### src/rtl/mux_nx1_reg.sv
// N-to-1 valid/ready multiplexer with a single registered output stage and
// fixed-select or round-robin arbitration. Define MUX_NX1_CHAN_OUT_EN to add out_chan.
module mux_nx1_reg #(
  parameter int WIDTH    = 1,
  parameter int CHANNELS = 8,
  localparam int SEL_W   = $clog2(CHANNELS)
) (
  input  logic                      clk,
  input  logic                      rst_n,
  input  logic [CHANNELS*WIDTH-1:0] in_data,
  input  logic [CHANNELS-1:0]       in_valid,
  output logic [CHANNELS-1:0]       in_ready,
  input  logic                      mode,
  input  logic [SEL_W-1:0]          sel,
  output logic [WIDTH-1:0]          out_data,
  output logic                      out_valid,
  input  logic                      out_ready
`ifdef MUX_NX1_CHAN_OUT_EN
  ,
  output logic [SEL_W-1:0]          out_chan
`endif
);

  logic [WIDTH-1:0]    r_data;
  logic                r_valid;
  logic [SEL_W-1:0]    r_ptr;

  logic                w_load_en;
  logic                w_grant_vld;
  logic [SEL_W-1:0]    w_grant_idx;
  logic [SEL_W-1:0]    w_ptr_next;
  logic [WIDTH-1:0]    w_sel_data;
  logic                w_in_xfer;
  logic [CHANNELS-1:0] w_in_ready;
  int                  w_idx;

  assign w_load_en = ~r_valid | out_ready;

  // NOTE: every combinational output gets a default first so no path leaves it unassigned (no latch).
  always_comb begin
    w_grant_vld = 1'b0;
    w_grant_idx = '0;
    w_idx       = 0;
    if (!mode) begin
      if (int'(sel) < CHANNELS) begin
        w_grant_vld = 1'b1;
        w_grant_idx = sel;
      end
    end else begin
      // Search upward from ptr, wrapping at CHANNELS rather than at 2**SEL_W.
      for (int i = CHANNELS - 1; i >= 0; i--) begin
        w_idx = int'(r_ptr) + i;
        if (w_idx >= CHANNELS) w_idx = w_idx - CHANNELS;
        if (in_valid[w_idx]) begin
          w_grant_vld = 1'b1;
          w_grant_idx = SEL_W'(w_idx);
        end
      end
    end
  end

  always_comb begin
    w_in_ready = '0;
    w_sel_data = '0;
    for (int k = 0; k < CHANNELS; k++) begin
      w_in_ready[k] = rst_n & w_load_en & w_grant_vld & (w_grant_idx == SEL_W'(k));
      if (w_grant_idx == SEL_W'(k)) w_sel_data = in_data[k*WIDTH +: WIDTH];
    end
  end

  assign w_in_xfer  = |(w_in_ready & in_valid);
  assign w_ptr_next = (w_grant_idx == SEL_W'(CHANNELS - 1)) ? '0 : w_grant_idx + SEL_W'(1);

  // NOTE: state registers use non-blocking assignments so every flop samples pre-edge values.
  always_ff @(posedge clk) begin
    if (!rst_n) begin
      r_valid <= 1'b0;
      r_data  <= '0;
      r_ptr   <= '0;
    end else if (w_in_xfer) begin
      r_valid <= 1'b1;
      r_data  <= w_sel_data;
      r_ptr   <= w_ptr_next;
    end else if (r_valid && out_ready) begin
      r_valid <= 1'b0;
    end
  end

`ifdef MUX_NX1_CHAN_OUT_EN
  logic [SEL_W-1:0] r_chan;

  always_ff @(posedge clk) begin
    if (!rst_n) begin
      r_chan <= '0;
    end else if (w_in_xfer) begin
      r_chan <= w_grant_idx;
    end
  end

  assign out_chan = r_chan;
`else
`endif

  assign in_ready  = w_in_ready;
  assign out_data  = r_data;
  assign out_valid = r_valid;

endmodule

### config.mk
export PLATFORM = sky130hd
export DESIGN_NAME = mux_nx1_reg
export DESIGN_NICKNAME = d
export VERILOG_FILES = /design/src/rtl/mux_nx1_reg.sv
export SDC_FILE = /design/constraint.sdc
export NUM_CORES = 1
export LEC_CHECK = 0
export ABC_CLOCK_PERIOD_IN_PS = 4310
export BUFFER_PORTS_ARGS = -buffer_cell sky130_fd_sc_hd__buf_2
export CELL_PAD_IN_SITES_DETAIL_PLACEMENT = 1
export CELL_PAD_IN_SITES_GLOBAL_PLACEMENT = 1
export CORE_UTILIZATION = 36
export CTS_BUF_LIST = sky130_fd_sc_hd__clkbuf_2
export CTS_CLUSTER_DIAMETER = 80
export CTS_CLUSTER_SIZE = 16
export DETAILED_ROUTE_END_ITERATION = 10
export HOLD_SLACK_MARGIN = 0.02
export PLACE_DENSITY = 0.83
export SYNTH_ARGS = -nofsm -noshare
export SYNTH_HDL_FRONTEND = slang
export SYNTH_SLANG_ARGS = --single-unit
### constraint.sdc
create_clock -name clk -period 4.31 [get_ports clk]
set_clock_uncertainty 0.2 [all_clocks]
set_input_delay 0.431 -clock clk [delete_from_list [all_inputs] [get_ports clk]]
set_output_delay 0.431 -clock clk [all_outputs]
set_load 0.05 [all_outputs]
# == Word level (Yosys, flattened, before mapping) ==
# Index checks and enable logic that the tools add are counted.
# word_totals
register_bits,5
inputBits,23
out_inout_bits,10
word_cells,128
# op_classes
add_sub_neg,16
order_cmp,16
eq_ne,7
mux,69
n_bitwise,13
n_reduce_logical,4
# ops
operator,count
32-bit two-way mux,16
"32-bit by 5-bit less-than comparator with 1-bit output, second input constant",8
1-bit two-way mux,35
"4-bit by 4-bit subtractor with 5-bit output, second input constant",7
3-bit two-way mux,10
"4-bit >= comparator, second input constant",7
1-bit binary-select mux with 3-bit select,8
"3-bit by 3-bit adder with 4-bit output, second input constant",4
"3-bit equality test, second input constant",4
1-bit bitwise AND,10
"3-bit by 2-bit adder with 4-bit output, second input constant",2
8-bit bitwise AND,1
8-bit OR reduction,1
"3-bit by 2-bit equality test with 1-bit output, second input constant",2
"3-bit by 4-bit subtractor with 5-bit output, second input constant",1
"3-bit by 1-bit adder with 4-bit output, second input constant",1
"3-bit by 4-bit >= comparator with 1-bit output, second input constant",1
"3-bit by 1-bit adder with 3-bit output, second input constant",1
"3-bit by 1-bit equality test with 1-bit output, second input constant",1
3-bit logical NOT,1
2-bit nonzero test,1
1-bit logical AND,1
1-bit NOT,1
1-bit OR,1

# == Depth between registers and ports, before layout ==
# Gate-level depths: netlist of run 1.
# depth
word_depth,25
depth_mapped,21
depth_no_buf,19

# == Worst setup path before layout of run 1 ==
# No wires, ideal clock.
# synth_timing
path_kind,reg-to-reg
from,reg r_ptr[1]
to,reg r_ptr[1]
arrival_ps,4072
path_slack_ps,-78
stages_incl_launch_ff,19
path_buffers,1
synth_period_minus_slack_ps,4388
path_cell_list,dfxtp_1 > buf_2 > inv_1 > ha_1 > mux4_2 > mux2i_1 > o21ai_0 > a21oi_1 > o211ai_1 > a32oi_1 > a21oi_1 > mux2_2 > ha_1 > ha_1 > a22o_1 > a2111o_1 > o311a_4 > mux2i_1 > nor2b_1
# synth_between
elab_chain_len,20
elab_cells_between_ends,102
# synth_rtl
element,line,rtl
"start, declared",26,logic [SEL_W-1:0] r_ptr;
"start signal, assigned",83,r_ptr <= w_ptr_next;
3-bit by 3-bit adder with 4-bit output,52,w_idx = int'(r_ptr) + i;
4-bit by 4-bit subtractor with 5-bit output / 4-bit >= comparator (equally long branches),53,if (w_idx >= CHANNELS) w_idx = w_idx - CHANNELS;
32-bit two-way mux,53,
32-bit two-way mux,44,if (!mode) begin
1-bit binary-select mux with 3-bit select,54,if (in_valid[w_idx]) begin
1-bit two-way mux (not written as such) (2 in series),54,
3-bit two-way mux / 1-bit two-way mux (equally long branches) (8 in series),54,
3-bit two-way mux / 1-bit two-way mux (equally long branches),44,
3-bit by 1-bit equality test with 1-bit output (tied with other cells),66,w_in_ready[k] = rst_n & w_load_en & w_grant_vld & (w_grant_idx == SEL_W'(k));
1-bit bitwise AND,66,
8-bit bitwise AND,71,assign w_in_xfer = |(w_in_ready & in_valid);
8-bit OR reduction,71,
# Several ways; a longest one is shown, not always the timed one. The select of a mux whose other input is x is not followed.
# A chain may end at the register's enable or synchronous reset.

# == Final worst setup path of run 1 ==
# layout_timing
from,reg r_ptr[1]
to,reg r_ptr[2]
# The elaborated chain is that of the path after synthesis.

==> results of run 1 <==
==> logic make-up after synthesis <==
| logic type | Yosys count |
|---|---|
| AO/OA/AOI/OAI | 45 |
| XOR/XNOR | 3 |
| multiplexers | 26 |
| flip-flops | 5 |
| adder cells (fa/ha/maj) | 8 |
| AND/OR/NAND/NOR | 47 |
| buffers and inverters | 15 |
==> state kept, by name (all words and copies together), names as in the netlist <==
signal     flops
r_ptr          3
out_data       1
out_valid      1
==> metal layers <==
layer  share of wire (%)  wire length [µm]  vias to the layer above  track usage (%)
met5                   0                 0                        -                0
met4                 2.0                91                        0            6.667
met3                 3.7               165                        9            2.731
met2                  51              2284                       48            41.15
met1                  43              1905                      679            32.31
li1                    -                 -                      672                -
==> repair_timing <==
action / 4_1_cts / 5_1_grt
pin swaps: 1 / 6
gates resized for setup: 2 / 15
buffers inserted: 4 / 4
setup endpoints to repair: 5 / 13
hold buffers: 0 / 0
==> power breakdown <==
part	total [µW]	switching, µW	internal [µW]
combinational	1340	753	585
sequential	95.3	27.0	68.3
clock	43.2	22.2	21.0
==> critical path: stages (launching register included) <==
cell and delay (ns):
sky130_fd_sc_hd__dfxtp_4 0.37, sky130_fd_sc_hd__inv_1 0.08, sky130_fd_sc_hd__ha_4 0.31, sky130_fd_sc_hd__mux4_2 0.36, sky130_fd_sc_hd__mux2i_1 0.22, sky130_fd_sc_hd__o32ai_2 0.13, sky130_fd_sc_hd__a21oi_2 0.19, sky130_fd_sc_hd__o211ai_1 0.11
sky130_fd_sc_hd__a32oi_1 0.27, sky130_fd_sc_hd__a21oi_2 0.10, sky130_fd_sc_hd__mux2_2 0.30, sky130_fd_sc_hd__ha_2 0.20, sky130_fd_sc_hd__ha_2 0.20, sky130_fd_sc_hd__a22o_1 0.26, sky130_fd_sc_hd__a2111o_1 0.36, sky130_fd_sc_hd__o311a_4 0.17
sky130_fd_sc_hd__mux2i_1 0.16, sky130_fd_sc_hd__nor2b_1 0.06
==> worst max-delay path by stage <==
stage / start / to / slack [ns] / depth (start not counted)
finish: r_ptr[1]$_SDFFE_PN0P_ / r_ptr[2]$_SDFFE_PN0P_ / 0.16 / 17
global route: r_ptr[1]$_SDFFE_PN0P_ / r_ptr[2]$_SDFFE_PN0P_ / -0.03 / 17
CTS: r_ptr[1]$_SDFFE_PN0P_ / r_ptr[2]$_SDFFE_PN0P_ / 0.02 / 17
detailed placement: r_ptr[1]$_SDFFE_PN0P_ / r_ptr[2]$_SDFFE_PN0P_ / -0.08 / 17
global placement: r_ptr[1]$_SDFFE_PN0P_ / out_data$_SDFFE_PN0P_ / 0.11 / 17
floorplan: r_ptr[1]$_SDFFE_PN0P_ / r_ptr[1]$_SDFFE_PN0P_ / 0.03 / 18
==> synth_stat cells (2+ instances only) <==
| library cell | n | area, µm² |
|---|---|---|
| sky130_fd_sc_hd__nand2_1 | 15 | 56.30 |
| sky130_fd_sc_hd__mux2i_1 | 14 | 140.1 |
| sky130_fd_sc_hd__inv_1 | 9 | 33.78 |
| sky130_fd_sc_hd__ha_1 | 8 | 100.1 |
| sky130_fd_sc_hd__mux4_2 | 8 | 180.2 |
| sky130_fd_sc_hd__nor2_1 | 8 | 30.03 |
| sky130_fd_sc_hd__and2_1 | 6 | 37.54 |
| sky130_fd_sc_hd__a21oi_1 | 5 | 25.02 |
| sky130_fd_sc_hd__dfxtp_1 | 5 | 100.1 |
| sky130_fd_sc_hd__a211oi_1 | 4 | 30.03 |
| sky130_fd_sc_hd__a22oi_1 | 4 | 30.03 |
| sky130_fd_sc_hd__nand3_1 | 4 | 20.02 |
| sky130_fd_sc_hd__nor2b_1 | 4 | 25.02 |
| sky130_fd_sc_hd__o211ai_1 | 4 | 30.03 |
| sky130_fd_sc_hd__o21ai_0 | 4 | 20.02 |
| sky130_fd_sc_hd__and3_1 | 3 | 18.77 |
| sky130_fd_sc_hd__mux2_1 | 3 | 33.78 |
| sky130_fd_sc_hd__a21o_1 | 2 | 15.01 |
| sky130_fd_sc_hd__a22o_1 | 2 | 17.52 |
| sky130_fd_sc_hd__buf_2 | 2 | 10.01 |
| sky130_fd_sc_hd__nand2b_1 | 2 | 12.51 |
| sky130_fd_sc_hd__nand3b_1 | 2 | 15.01 |
| sky130_fd_sc_hd__nor4_1 | 2 | 12.51 |
| sky130_fd_sc_hd__o21ai_1 | 2 | 10.01 |
| sky130_fd_sc_hd__xnor2_1 | 2 | 17.52 |
==> layout make-up <==
type,count,area share (%)
clock inverter,1,0.2920
clock buffer,3,0.8759
timing repair buffer,48,17.81
sequential,5,6.277
tap,46,3.358
inverter,10,2.190
multi-input combinational,129,69.20
==> through the flow <==
step / util (%) / cells
after floorplan: - / 149
after global placement: 46.28 / 230
after detailed placement: 46.28 / 230
after CTS: 47.84 / 238
after global routing: 50.97 / 242
final: 50.97 / 242
==> metrics.txt, run 1 <==
# TYPE chip_impl_metric gauge
chip_impl_info{name="ctsRootBufferMaster",value="sky130_fd_sc_hd__clkbuf_2"} 1
chip_impl_metric{name="largest_net_degree_at_the_start_of_global_routing",unit=""} 16
chip_impl_metric{name="synth_edf_count",unit=""} 0
chip_impl_metric{name="drt-wirelength-per-cell",unit="µm"} 18.38
chip_impl_metric{name="final_cell_area",unit="µm²"} 1714
chip_impl_metric{name="hpwl",unit="mm"} 3.194
chip_impl_metric{name="floorplan.rows",unit=""} 21
chip_impl_metric{name="synth_fp_nets",unit=""} 180
chip_impl_metric{name="post-route-period-util",unit="%"} 96.40
chip_impl_info{name="largest_family_of_logic_cells_by_synthesized_area",value="compound AO/OA/AOI/OAI gates"} 1
chip_impl_metric{name="power.total",unit="µW"} 1477
chip_impl_info{name="synth_flop_cell",value="sky130_fd_sc_hd__dfxtp_1"} 1
chip_impl_metric{name="number_of_warning_messages_in_the_yosys_log",unit=""} 0
chip_impl_metric{name="grt_remaining_overflow",unit=""} 0
chip_impl_metric{name="ff2ff_path_depth",unit=""} 17
chip_impl_info{name="commonest_non_fill_non_tap_cell_in_the_layout",value="sky130_fd_sc_hd__buf_2"} 1
chip_impl_metric{name="area.growth.synth_to_final",unit="%"} 34.98
chip_impl_metric{name="drv.max_cap_violation_count",unit=""} 0
chip_impl_metric{name="worstPathMaxFanout",unit=""} 7
chip_impl_metric{name="timing.fmax",unit="GHz"} 0.2407
chip_impl_info{name="critical_path.reg2reg.endpoint",value="r_ptr[2]$_SDFFE_PN0P_"} 1
chip_impl_info{name="critPathLaunchType",value="flop"} 1
chip_impl_info{name="worstHoldPathType",value="primary input to flop"} 1
chip_impl_metric{name="ir_drop",unit="mV"} 0.3365
chip_impl_metric{name="hold_depth",unit=""} 3
chip_impl_metric{name="nets_final",unit=""} 228
chip_impl_metric{name="synthSimpleGateAreaFrac",unit="%"} 18.52
chip_impl_metric{name="coreArea",unit="µm²"} 3363
chip_impl_metric{name="routabilityCongestion",unit=""} 0.8637
chip_impl_metric{name="drive_gt1_share",unit="%"} 41.33
chip_impl_metric{name="cell_count_after_synthesis",unit=""} 149
chip_impl_metric{name="syn_area_per_cell",unit="µm²"} 8.523
chip_impl_metric{name="ff2ff_setup_slack",unit="ns"} 0.16
chip_impl_metric{name="route.detailed.drc",unit=""} 0
chip_impl_metric{name="drv_slew",unit=""} 0
chip_impl_metric{name="timing.final.hold_violations",unit=""} 0
chip_impl_metric{name="n_antenna_cell",unit=""} 0
chip_impl_metric{name="nFillCells",unit=""} 442
chip_impl_metric{name="io_buffers",unit=""} 32
chip_impl_metric{name="dieWidth",unit="µm"} 61.40
chip_impl_metric{name="worst_setup_slack_after_placement",unit="ns"} -0.07809
chip_impl_metric{name="synth_async_sr_flop_share",unit="%"} 0
chip_impl_metric{name="synth.cell_area",unit="µm²"} 1270
chip_impl_metric{name="synth_seq_area_share",unit="%"} 7.882
chip_impl_metric{name="htreeDepth",unit=""} 1
chip_impl_metric{name="initial_core_util",unit="%"} 37.76
chip_impl_info{name="tritoncts",value="built"} 1
chip_impl_metric{name="post-route-min-period",unit="ns"} 4.155
chip_impl_metric{name="muxShareOfSynthArea",unit="%"} 28.77
chip_impl_metric{name="synth_compound_area_share",unit="%"} 29.36
chip_impl_metric{name="timing_worst_slew_pin_value",unit="ns"} 0.6863
chip_impl_metric{name="vias",unit=""} 1408
chip_impl_metric{name="worstPathArrival",unit="ns"} 4.07
chip_impl_metric{name="worst_skew_late_latency",unit="ns"} 0.22
chip_impl_metric{name="synth-xor-area-share",unit="%"} 2.069
chip_impl_metric{name="holdWs",unit="ns"} 0.2570
chip_impl_metric{name="design.portCount",unit=""} 33
chip_impl_metric{name="cts_made_buffers",unit=""} 3
chip_impl_metric{name="seqCellArea",unit="µm²"} 107.6
chip_impl_metric{name="grt_first_pass_wirelength",unit="mm"} 6.720
chip_impl_metric{name="clk_transition_reported_paths",unit="ns"} 0.07
chip_impl_metric{name="final_number_of_setup_violating_endpoints",unit=""} 0
chip_impl_metric{name="vias_per_cell",unit=""} 5.818
chip_impl_info{name="mostFrequentLayoutCells",value="sky130_fd_sc_hd__buf_2 (32), sky130_fd_sc_hd__nand2_1 (15), sky130_fd_sc_hd__buf_4 (14), sky130_fd_sc_hd__mux2i_1 (10), sky130_fd_sc_hd__inv_1 (9)"} 1
chip_impl_metric{name="cts_buffer_depth",unit=""} 2
chip_impl_metric{name="synth_adder_area_share",unit="%"} 7.882
chip_impl_info{name="run_status",value="completed"} 1
chip_impl_metric{name="finalSetupTns",unit="ns"} 0
chip_impl_metric{name="multiInputGateArea",unit="µm²"} 1186
chip_impl_metric{name="synth_cell_type_count",unit=""} 50
chip_impl_metric{name="power.density",unit="nW/µm²"} 861.5
chip_impl_info{name="min_from",value="in_data[7]"} 1
chip_impl_metric{name="post_place_cell_area",unit="µm²"} 1556
chip_impl_metric{name="die_area",unit="µm²"} 3769
chip_impl_info{name="rr_startpoint",value="r_ptr[1]$_SDFFE_PN0P_"} 1
chip_impl_info{name="timing.hold.worst_endpoint",value="out_data$_SDFFE_PN0P_"} 1
chip_impl_metric{name="drt_first_iter_violations",unit=""} 101
chip_impl_metric{name="numClockSinks",unit=""} 5
chip_impl_metric{name="grt_antenna_before_repair",unit=""} 0
chip_impl_metric{name="die_y",unit="µm"} 61.40
chip_impl_info{name="setup.worst_path.class",value="flop to flop"} 1
chip_impl_metric{name="first_global_vias",unit=""} 1422
chip_impl_metric{name="globalRouteTotalUtil",unit="%"} 24.11
chip_impl_metric{name="worst_path_required",unit="ns"} 4.23
chip_impl_metric{name="synth-seq-cells",unit=""} 5
chip_impl_metric{name="detail-route-antenna-nets",unit=""} 0
chip_impl_metric{name="slew_headroom",unit="%"} 54.15
chip_impl_metric{name="final.setup.worst_slack",unit="ns"} 0.1553
chip_impl_metric{name="detailedRoute.firstPassIterationCount",unit=""} 4
chip_impl_info{name="critPathCaptureType",value="flop"} 1
chip_impl_metric{name="static-leakage-power",unit="µW"} 0.0007236
chip_impl_metric{name="routed_wl",unit="mm"} 4.448
No activity file was read; power rests on OpenSTA's default activity.
==> inputs of run 2 (changes only) <==
==> constraint.sdc (replaced) <==
create_clock -name clk -period 4.31 [get_ports clk]
set_clock_uncertainty 0.2 [all_clocks]
set_input_delay 0.862 -clock clk [delete_from_list [all_inputs] [get_ports clk]]
set_output_delay 0.862 -clock clk [all_outputs]
set_load 0.05 [all_outputs]
==> metrics.txt, run 2 (same netlist as run 1, synthesis figures left out) <==
# TYPE chip_impl_metric gauge
chip_impl_metric{name="ir_drop",unit="mV"} 0.4002
chip_impl_metric{name="pwr-share-comb",unit="%"} 93.1
chip_impl_info{name="mostFrequentLayoutCells",value="sky130_fd_sc_hd__buf_4 (40), sky130_fd_sc_hd__buf_2 (16), sky130_fd_sc_hd__nand2_1 (15), sky130_fd_sc_hd__buf_6 (11)"} 1
chip_impl_metric{name="slew_headroom",unit="%"} 46.99
chip_impl_metric{name="clkPwrFrac",unit="%"} 2.7
chip_impl_metric{name="worst_skew_late_latency",unit="ns"} 0.26
chip_impl_metric{name="post-route-period-util",unit="%"} 107.3
chip_impl_metric{name="drt-wirelength-per-cell",unit="µm"} 23.70
chip_impl_info{name="failed_checks",value="setup timing"} 1
chip_impl_metric{name="final_number_of_setup_violating_endpoints",unit=""} 13
chip_impl_metric{name="drv_slew",unit=""} 0
chip_impl_metric{name="largest_net_degree_at_the_start_of_global_routing",unit=""} 16
chip_impl_metric{name="grt_remaining_overflow",unit=""} 0
chip_impl_metric{name="die_y",unit="µm"} 61.40
chip_impl_metric{name="final_core_util",unit="%"} 63.58
chip_impl_metric{name="timing_worst_slew_pin_value",unit="ns"} 0.7934
chip_impl_metric{name="grt_first_pass_wirelength",unit="mm"} 9.411
chip_impl_metric{name="numClockSinks",unit=""} 5
chip_impl_info{name="timing.critical_path.from",value="in_valid[0]"} 1
chip_impl_metric{name="floorplan.rows",unit=""} 21
chip_impl_metric{name="globalRouteTotalUtil",unit="%"} 35.70
chip_impl_metric{name="detail-route-antenna-nets",unit=""} 0
chip_impl_info{name="critPathLaunchType",value="primary input"} 1
chip_impl_metric{name="hpwl",unit="mm"} 3.868
chip_impl_metric{name="design.portCount",unit=""} 33
chip_impl_metric{name="worst_setup_slack_after_placement",unit="ns"} -0.4642
chip_impl_metric{name="p_seq_share",unit="%"} 4.2
chip_impl_metric{name="first_global_vias",unit=""} 1801
chip_impl_info{name="setup.worst_path.class",value="primary input to output port"} 1
chip_impl_metric{name="drv.max_cap_violation_count",unit=""} 0
chip_impl_metric{name="ff2ff_setup_slack",unit="ns"} -0.23
chip_impl_metric{name="clk_transition_reported_paths",unit="ns"} 0.07
chip_impl_metric{name="io_buffers",unit=""} 32
chip_impl_metric{name="cts_made_buffers",unit=""} 3
chip_impl_metric{name="n_antenna_cell",unit=""} 0
chip_impl_metric{name="worstPathArrival",unit="ns"} 3.56
chip_impl_info{name="grt_setup_unrepaired",value="true"} 1
chip_impl_metric{name="nets_final",unit=""} 254
chip_impl_metric{name="post-route-min-period",unit="ns"} 4.623
chip_impl_metric{name="sw_share",unit="%"} 52.50
chip_impl_metric{name="die_area",unit="µm²"} 3769
chip_impl_info{name="commonest_non_fill_non_tap_cell_in_the_layout",value="sky130_fd_sc_hd__buf_4"} 1
chip_impl_metric{name="holdWs",unit="ns"} 0.3595
chip_impl_metric{name="route.detailed.drc",unit=""} 0
chip_impl_metric{name="vias",unit=""} 1650
chip_impl_metric{name="cts-hold-fix-buffers",unit=""} 0
chip_impl_metric{name="cts_buffer_depth",unit=""} 2
chip_impl_metric{name="routabilityCongestion",unit=""} 0.8730
chip_impl_metric{name="power.density",unit="nW/µm²"} 913.3
chip_impl_info{name="ctsRootBufferMaster",value="sky130_fd_sc_hd__clkbuf_2"} 1
chip_impl_info{name="critPathCaptureType",value="output port"} 1
chip_impl_metric{name="htreeDepth",unit=""} 1
chip_impl_info{name="run_status",value="finished with violations"} 1
chip_impl_metric{name="p_int",unit="µW"} 927.6
chip_impl_metric{name="flip_flop_count_of_the_largest_register_all_copies_and_words_added",unit=""} 3
chip_impl_metric{name="coreArea",unit="µm²"} 3363
chip_impl_info{name="worstHoldPathType",value="flop to flop"} 1
chip_impl_metric{name="area.growth.synth_to_final",unit="%"} 68.37
chip_impl_metric{name="drt_first_iter_violations",unit=""} 118
chip_impl_metric{name="timing.fmax",unit="GHz"} 0.2163
chip_impl_metric{name="dieWidth",unit="µm"} 61.40
chip_impl_metric{name="p_switching",unit="µW"} 1025
chip_impl_info{name="min_from",value="r_ptr[0]$_SDFFE_PN0P_"} 1
chip_impl_metric{name="routed_wl",unit="mm"} 6.352
chip_impl_metric{name="final.setup.worst_slack",unit="ns"} -0.3125
chip_impl_metric{name="worstPathMaxFanout",unit=""} 6
chip_impl_metric{name="worst_path_required",unit="ns"} 3.25
chip_impl_info{name="registers.top_by_ff_count",value="r_ptr"} 1
chip_impl_metric{name="vias_per_cell",unit=""} 6.157
chip_impl_metric{name="grt_antenna_before_repair",unit=""} 0
chip_impl_metric{name="drive_gt1_share",unit="%"} 54.95
chip_impl_info{name="tritoncts",value="built"} 1
chip_impl_metric{name="detailedRoute.firstPassIterationCount",unit=""} 4
chip_impl_info{name="rr_startpoint",value="r_ptr[0]$_SDFFE_PN0P_"} 1
chip_impl_metric{name="timing.final.hold_violations",unit=""} 0
chip_impl_metric{name="initial_core_util",unit="%"} 37.76
chip_impl_metric{name="static-leakage-power",unit="µW"} 0.0008957
run 2: timing repair:
item / in CTS / in global routing
hold endpoints to repair: 0 / 0
endpoints found under the setup margin: 13 / 13
gates resized for setup: 73 / 4
setup buffers: 6 / 0
pin swaps: 11 / 1
run 2: final cells by class:
type | count | area (µm²)
well taps | 46 | 57.56
multi-input cells | 129 | 1308
fillers | 400 | 1225
inverters | 10 | 37.54
clock buffers | 4 | 20.02
repair buffers | 74 | 614.3
flip-flops and latches | 5 | 101.3
run 2: worst paths after layout:
| path | end | depth (start not counted) |
|---|---|---|
| setup / recovery | in_ready[3] | 13 |
| hold / removal | r_ptr[0]$_SDFFE_PN0P_ | 2 |
| setup reg to reg | r_ptr[2]$_SDFFE_PN0P_ | 18 |
| hold reg to reg | r_ptr[0]$_SDFFE_PN0P_ | 2 |
run 2: critical path, stage by stage:
cell                       delay (ns)
sky130_fd_sc_hd__buf_8           0.11
sky130_fd_sc_hd__mux4_2          0.55
sky130_fd_sc_hd__mux2i_2         0.25
sky130_fd_sc_hd__o32ai_2         0.15
sky130_fd_sc_hd__a21oi_2         0.18
sky130_fd_sc_hd__o211ai_1        0.11
sky130_fd_sc_hd__a32oi_1         0.28
sky130_fd_sc_hd__a21oi_2         0.11
sky130_fd_sc_hd__mux2_4          0.31
sky130_fd_sc_hd__ha_4            0.19
sky130_fd_sc_hd__ha_4            0.16
sky130_fd_sc_hd__and2_4          0.14
sky130_fd_sc_hd__buf_8           0.14
run 2: through the flow:
step / cell area, µm² / setup TNS, ns / power (µW) / cells
5_1_grt: 2138 / -3.818 / 2041 / 268
6_report: 2138 / -2.886 / 1953 / 268
3_5_place_dp: 1757 / -5.075 / 1455 / 258
2_1_floorplan: 1291 / 0 / 954.5 / 149
4_1_cts: 2118 / -0.5211 / 1823 / 268
3_3_place_gp: 1757 / -2.146 / 1377 / 258
run 2: layer usage:
layer	share of wire [%]	GRT usage, %	up-vias
met5	0	0	-
met4	5.1	18.73	0
met3	4.5	7.563	29
met2	54	66.30	77
met1	36	37.66	817
li1	-	-	727
run 2: power by group through the flow:
stage	registers, µW	clock network, µW	logic [µW]
CTS	78.6	46.8	1700
detailed placement	77.9	0	1380
floorplan	102	0	852
finish	81.7	53.5	1820
global placement	76.6	0	1300
global route	82.9	55.4	1900
==> inputs of run 3 (changes only) <==
- ABC_AREA: default -> 1
- CORE_UTILIZATION: 36 -> 32
- PLACE_DENSITY: 0.83 -> 0.84
==> metrics.txt, run 3 <==
# TYPE chip_impl_metric gauge
chip_impl_metric{name="drive_gt1_share",unit="%"} 37.26
chip_impl_metric{name="crit_path_max_incr_delay",unit="ns"} 0.21
chip_impl_metric{name="post-route-period-util",unit="%"} 96.04
chip_impl_metric{name="slew_headroom",unit="%"} 73.95
chip_impl_metric{name="synth-seq-cells",unit=""} 5
chip_impl_metric{name="cts_made_buffers",unit=""} 3
chip_impl_metric{name="vias",unit=""} 1604
chip_impl_metric{name="detailedRoute.firstPassIterationCount",unit=""} 4
chip_impl_metric{name="flip_flop_count_of_the_largest_register_all_copies_and_words_added",unit=""} 3
chip_impl_metric{name="n_antenna_cell",unit=""} 0
chip_impl_metric{name="power.density",unit="nW/µm²"} 667.3
chip_impl_metric{name="coreArea",unit="µm²"} 3468
chip_impl_metric{name="synth_fp_nets",unit=""} 254
chip_impl_metric{name="p_seq_share",unit="%"} 7.4
chip_impl_metric{name="nets_final",unit=""} 295
chip_impl_metric{name="routed_wl",unit="mm"} 4.375
chip_impl_info{name="critPathCaptureType",value="output port"} 1
chip_impl_metric{name="muxShareOfSynthArea",unit="%"} 0
chip_impl_metric{name="htreeDepth",unit=""} 1
chip_impl_info{name="commonest_non_fill_non_tap_cell_in_the_layout",value="sky130_fd_sc_hd__nand2_1"} 1
chip_impl_metric{name="worst_path_required",unit="ns"} 3.25
chip_impl_metric{name="timing.fmax",unit="GHz"} 0.2416
chip_impl_info{name="mostFrequentLayoutCells",value="sky130_fd_sc_hd__nand2_1 (71), sky130_fd_sc_hd__inv_1 (24), sky130_fd_sc_hd__buf_2 (24), sky130_fd_sc_hd__nand3_1 (23), sky130_fd_sc_hd__nor2_1 (13)"} 1
chip_impl_info{name="worstHoldPathType",value="flop to flop"} 1
chip_impl_metric{name="grt_first_pass_wirelength",unit="mm"} 6.934
chip_impl_metric{name="area.growth.synth_to_final",unit="%"} 35.25
chip_impl_metric{name="cts_buffer_depth",unit=""} 2
chip_impl_metric{name="largest_net_degree_at_the_start_of_global_routing",unit=""} 13
chip_impl_metric{name="numClockSinks",unit=""} 5
chip_impl_metric{name="clkPwrFrac",unit="%"} 4.2
chip_impl_metric{name="drt-wirelength-per-cell",unit="µm"} 14.16
chip_impl_metric{name="detail-route-antenna-nets",unit=""} 0
chip_impl_info{name="setup.worst_path.class",value="primary input to output port"} 1
chip_impl_info{name="synth.largest_area_cell",value="sky130_fd_sc_hd__nand2_1"} 1
chip_impl_metric{name="drv.max_cap_violation_count",unit=""} 0
chip_impl_metric{name="timing_worst_slew_pin_value",unit="ns"} 0.3902
chip_impl_metric{name="first_global_vias",unit=""} 1634
chip_impl_metric{name="dieWidth",unit="µm"} 63.24
chip_impl_metric{name="drv_slew",unit=""} 0
chip_impl_metric{name="synth.cell_area",unit="µm²"} 1200
chip_impl_metric{name="final_cell_area",unit="µm²"} 1623
chip_impl_info{name="run_status",value="completed"} 1
chip_impl_info{name="slowest_cell_on_the_critical_path",value="sky130_fd_sc_hd__ha_2"} 1
chip_impl_metric{name="area_share_of_the_largest_cell_type_after_synthesis",unit="%"} 23.46
chip_impl_metric{name="post_place_cell_area",unit="µm²"} 1443
chip_impl_metric{name="hpwl",unit="mm"} 3.423
chip_impl_metric{name="grt_remaining_overflow",unit=""} 0
chip_impl_metric{name="synth_seq_area_share",unit="%"} 8.342
chip_impl_metric{name="final_core_util",unit="%"} 46.79
chip_impl_metric{name="static-leakage-power",unit="µW"} 0.0008652
chip_impl_metric{name="timing.final.hold_violations",unit=""} 0
chip_impl_metric{name="cts-hold-fix-buffers",unit=""} 0
chip_impl_metric{name="routabilityCongestion",unit=""} 0.8348
chip_impl_metric{name="ff2ff_setup_slack",unit="ns"} 0.76
chip_impl_metric{name="worstPathMaxFanout",unit=""} 4
chip_impl_metric{name="cell_count_after_synthesis",unit=""} 223
chip_impl_metric{name="initial_core_util",unit="%"} 34.60
chip_impl_metric{name="number_of_warning_messages_in_the_yosys_log",unit=""} 0
chip_impl_metric{name="synth_adder_area_share",unit="%"} 8.342
chip_impl_metric{name="synthSimpleGateAreaFrac",unit="%"} 55.16
chip_impl_metric{name="io_buffers",unit=""} 32
chip_impl_metric{name="syn_area_per_cell",unit="µm²"} 5.381
chip_impl_metric{name="sw_share",unit="%"} 62.48
chip_impl_info{name="largest_family_of_logic_cells_by_synthesized_area",value="simple AND/OR/NAND/NOR gates"} 1
chip_impl_info{name="critPathLaunchType",value="primary input"} 1
chip_impl_metric{name="worst-path-buf-inv",unit=""} 5
chip_impl_info{name="synthTopCellsByArea",value="sky130_fd_sc_hd__nand2_1 (23%), sky130_fd_sc_hd__nand3_1 (10%), sky130_fd_sc_hd__inv_1 (9.1%)"} 1
chip_impl_metric{name="die_y",unit="µm"} 63.24
chip_impl_metric{name="die_area",unit="µm²"} 3999
chip_impl_metric{name="floorplan.rows",unit=""} 21
chip_impl_metric{name="clk_transition_reported_paths",unit="ns"} 0.06
chip_impl_metric{name="synth_compound_area_share",unit="%"} 12.83
chip_impl_metric{name="pwr-share-comb",unit="%"} 88.4
chip_impl_info{name="critPathTopFamily",value="simple AND/OR/NAND/NOR gates"} 1
chip_impl_info{name="cell_by_cell_trace_of_the_critical_path",value="buf_2 -> nand2_1 -> nand3_1 -> nand2_2 -> nor2_4 -> inv_1 -> nand2_2 -> inv_1 -> o221ai_1 -> o211ai_1 -> nand2_1 -> a21oi_1 -> o21ai_1 -> nand2_1 -> nand2_1 -> o21ai_2 -> buf_4 -> ha_2 -> nand2_1 -> nor2_2 -> buf_6"} 1
chip_impl_info{name="yosys.cell_count.top_type",value="sky130_fd_sc_hd__nand2_1"} 1
chip_impl_metric{name="vias_per_cell",unit=""} 5.191
chip_impl_metric{name="final_number_of_setup_violating_endpoints",unit=""} 0
chip_impl_metric{name="grt_antenna_before_repair",unit=""} 0
chip_impl_metric{name="synth-xor-area-share",unit="%"} 1.356
chip_impl_info{name="registers.top_by_ff_count",value="r_ptr"} 1
chip_impl_metric{name="synth_cell_type_count",unit=""} 28
chip_impl_info{name="tritoncts",value="built"} 1
chip_impl_metric{name="globalRouteTotalUtil",unit="%"} 21.42
chip_impl_metric{name="synth_edf_count",unit=""} 0
chip_impl_metric{name="worstPathArrival",unit="ns"} 3.08
chip_impl_metric{name="p_switching",unit="µW"} 676.6
chip_impl_info{name="critical_path.most_common_cell",value="sky130_fd_sc_hd__nand2_1"} 1
chip_impl_metric{name="post-route-min-period",unit="ns"} 4.139
chip_impl_info{name="synth_flop_cell",value="sky130_fd_sc_hd__dfxtp_1"} 1
chip_impl_metric{name="ir_drop",unit="mV"} 0.3053
chip_impl_metric{name="drt_first_iter_violations",unit=""} 88
chip_impl_metric{name="p_int",unit="µW"} 406.4
chip_impl_metric{name="worst_skew_late_latency",unit="ns"} 0.22
chip_impl_metric{name="route.detailed.drc",unit=""} 0
chip_impl_metric{name="synth_async_sr_flop_share",unit="%"} 0
chip_impl_info{name="cell_types_with_the_highest_counts_after_synthesis",value="sky130_fd_sc_hd__nand2_1 (75), sky130_fd_sc_hd__inv_1 (29), sky130_fd_sc_hd__nand3_1 (25)"} 1
chip_impl_info{name="ctsRootBufferMaster",value="sky130_fd_sc_hd__clkbuf_2"} 1
chip_impl_metric{name="design.portCount",unit=""} 33
==> run 3: cell types whose count changed after synthesis, moves of 5 or more <==
| cell | previous run | this run |
|---|---|---|
| sky130_fd_sc_hd__nand2_1 | 15 | 75 |
| sky130_fd_sc_hd__mux2i_1 | 14 | 0 |
| sky130_fd_sc_hd__nand3_1 | 4 | 25 |
| sky130_fd_sc_hd__mux4_2 | 8 | 0 |
| sky130_fd_sc_hd__nand2_2 | 0 | 5 |
| sky130_fd_sc_hd__nor2_1 | 8 | 18 |
| sky130_fd_sc_hd__and2_1 | 6 | 0 |
| sky130_fd_sc_hd__inv_1 | 9 | 29 |
| sky130_fd_sc_hd__inv_2 | 0 | 6 |
| sky130_fd_sc_hd__nand3_2 | 0 | 5 |
==> run 3: metrics by stage <==
stage	TNS [ns]	setup slack, ns	total power, µW	cells	hold slack, ns
after detailed placement	-0.03663	-0.02094	918.5	304	0.3201
final	0	0.1707	1083	309	0.3199
after global routing	-0.06957	-0.03049	1199	309	0.3560
after global placement	0	0.06196	894.9	304	0.3062
after floorplan	0	0.04587	710.6	223	0.3973
after CTS	0	0.002025	997.4	308	0.3301
==> run 3: repair_timing <==
action                     CTS  global route
pin swaps                    2             5
cloned                       0             0
buffers inserted             0             1
setup endpoints to repair    8             8
resized for setup           20            33
==> run 3: metal layers <==
| metal | vias to the layer above | global-route usage [%] | share of wire (%) |
|---|---|---|---|
| li1 | 790 | - | - |
| met1 | 767 | 28.60 | 47 |
| met2 | 41 | 36.02 | 49 |
| met3 | 6 | 1.087 | 2.1 |
| met4 | 0 | 7.955 | 1.4 |
| met5 | - | 0 | 0 |
==> run 3: power by group through the flow <==
stage / combinational (µW) / clock, µW / sequential [µW]
global route: 1060 / 52.2 / 81.7
detailed placement: 842 / 0 / 76.1
finish: 957 / 45.4 / 80.1
floorplan: 618 / 0 / 92.8
CTS: 874 / 48.1 / 75.4
global placement: 819 / 0 / 76.3
==> run 3: final timing paths <==
kind | endpoint | from | cells past startpoint
worst min register to register | out_data$_SDFFE_PN0P_ | out_data$_SDFFE_PN0P_ | 2
worst min-delay path | out_data$_SDFFE_PN0P_ | out_data$_SDFFE_PN0P_ | 2
worst max register to register | r_ptr[0]$_SDFFE_PN0P_ | r_ptr[1]$_SDFFE_PN0P_ | 28
worst max-delay path | in_ready[4] | in_valid[4] | 21
==> run 3: kinds of logic after synthesis <==
group	count (synthesis)
flip-flops	5
buffers and inverters	39
adder cells (fa/ha/maj)	8
AO/OA/AOI/OAI	26
XOR/XNOR	1
AND/OR/NAND/NOR	144
==> run 3: final cells by class <==
class | count | area, µm²
flip-flops and latches | 5 | 105.1
clock buffers | 4 | 20.02
well taps | 46 | 57.56
repair buffers | 39 | 262.8
inverters | 36 | 145.1
multi-input cells | 179 | 1032
fillers | 503 | 1846
==> run 3: worst min-delay path, stage by stage, from the launching register on <==
cell	delay, ns
sky130_fd_sc_hd__dfxtp_1	0.31
sky130_fd_sc_hd__o21ai_1	0.13
sky130_fd_sc_hd__a21oi_1	0.04
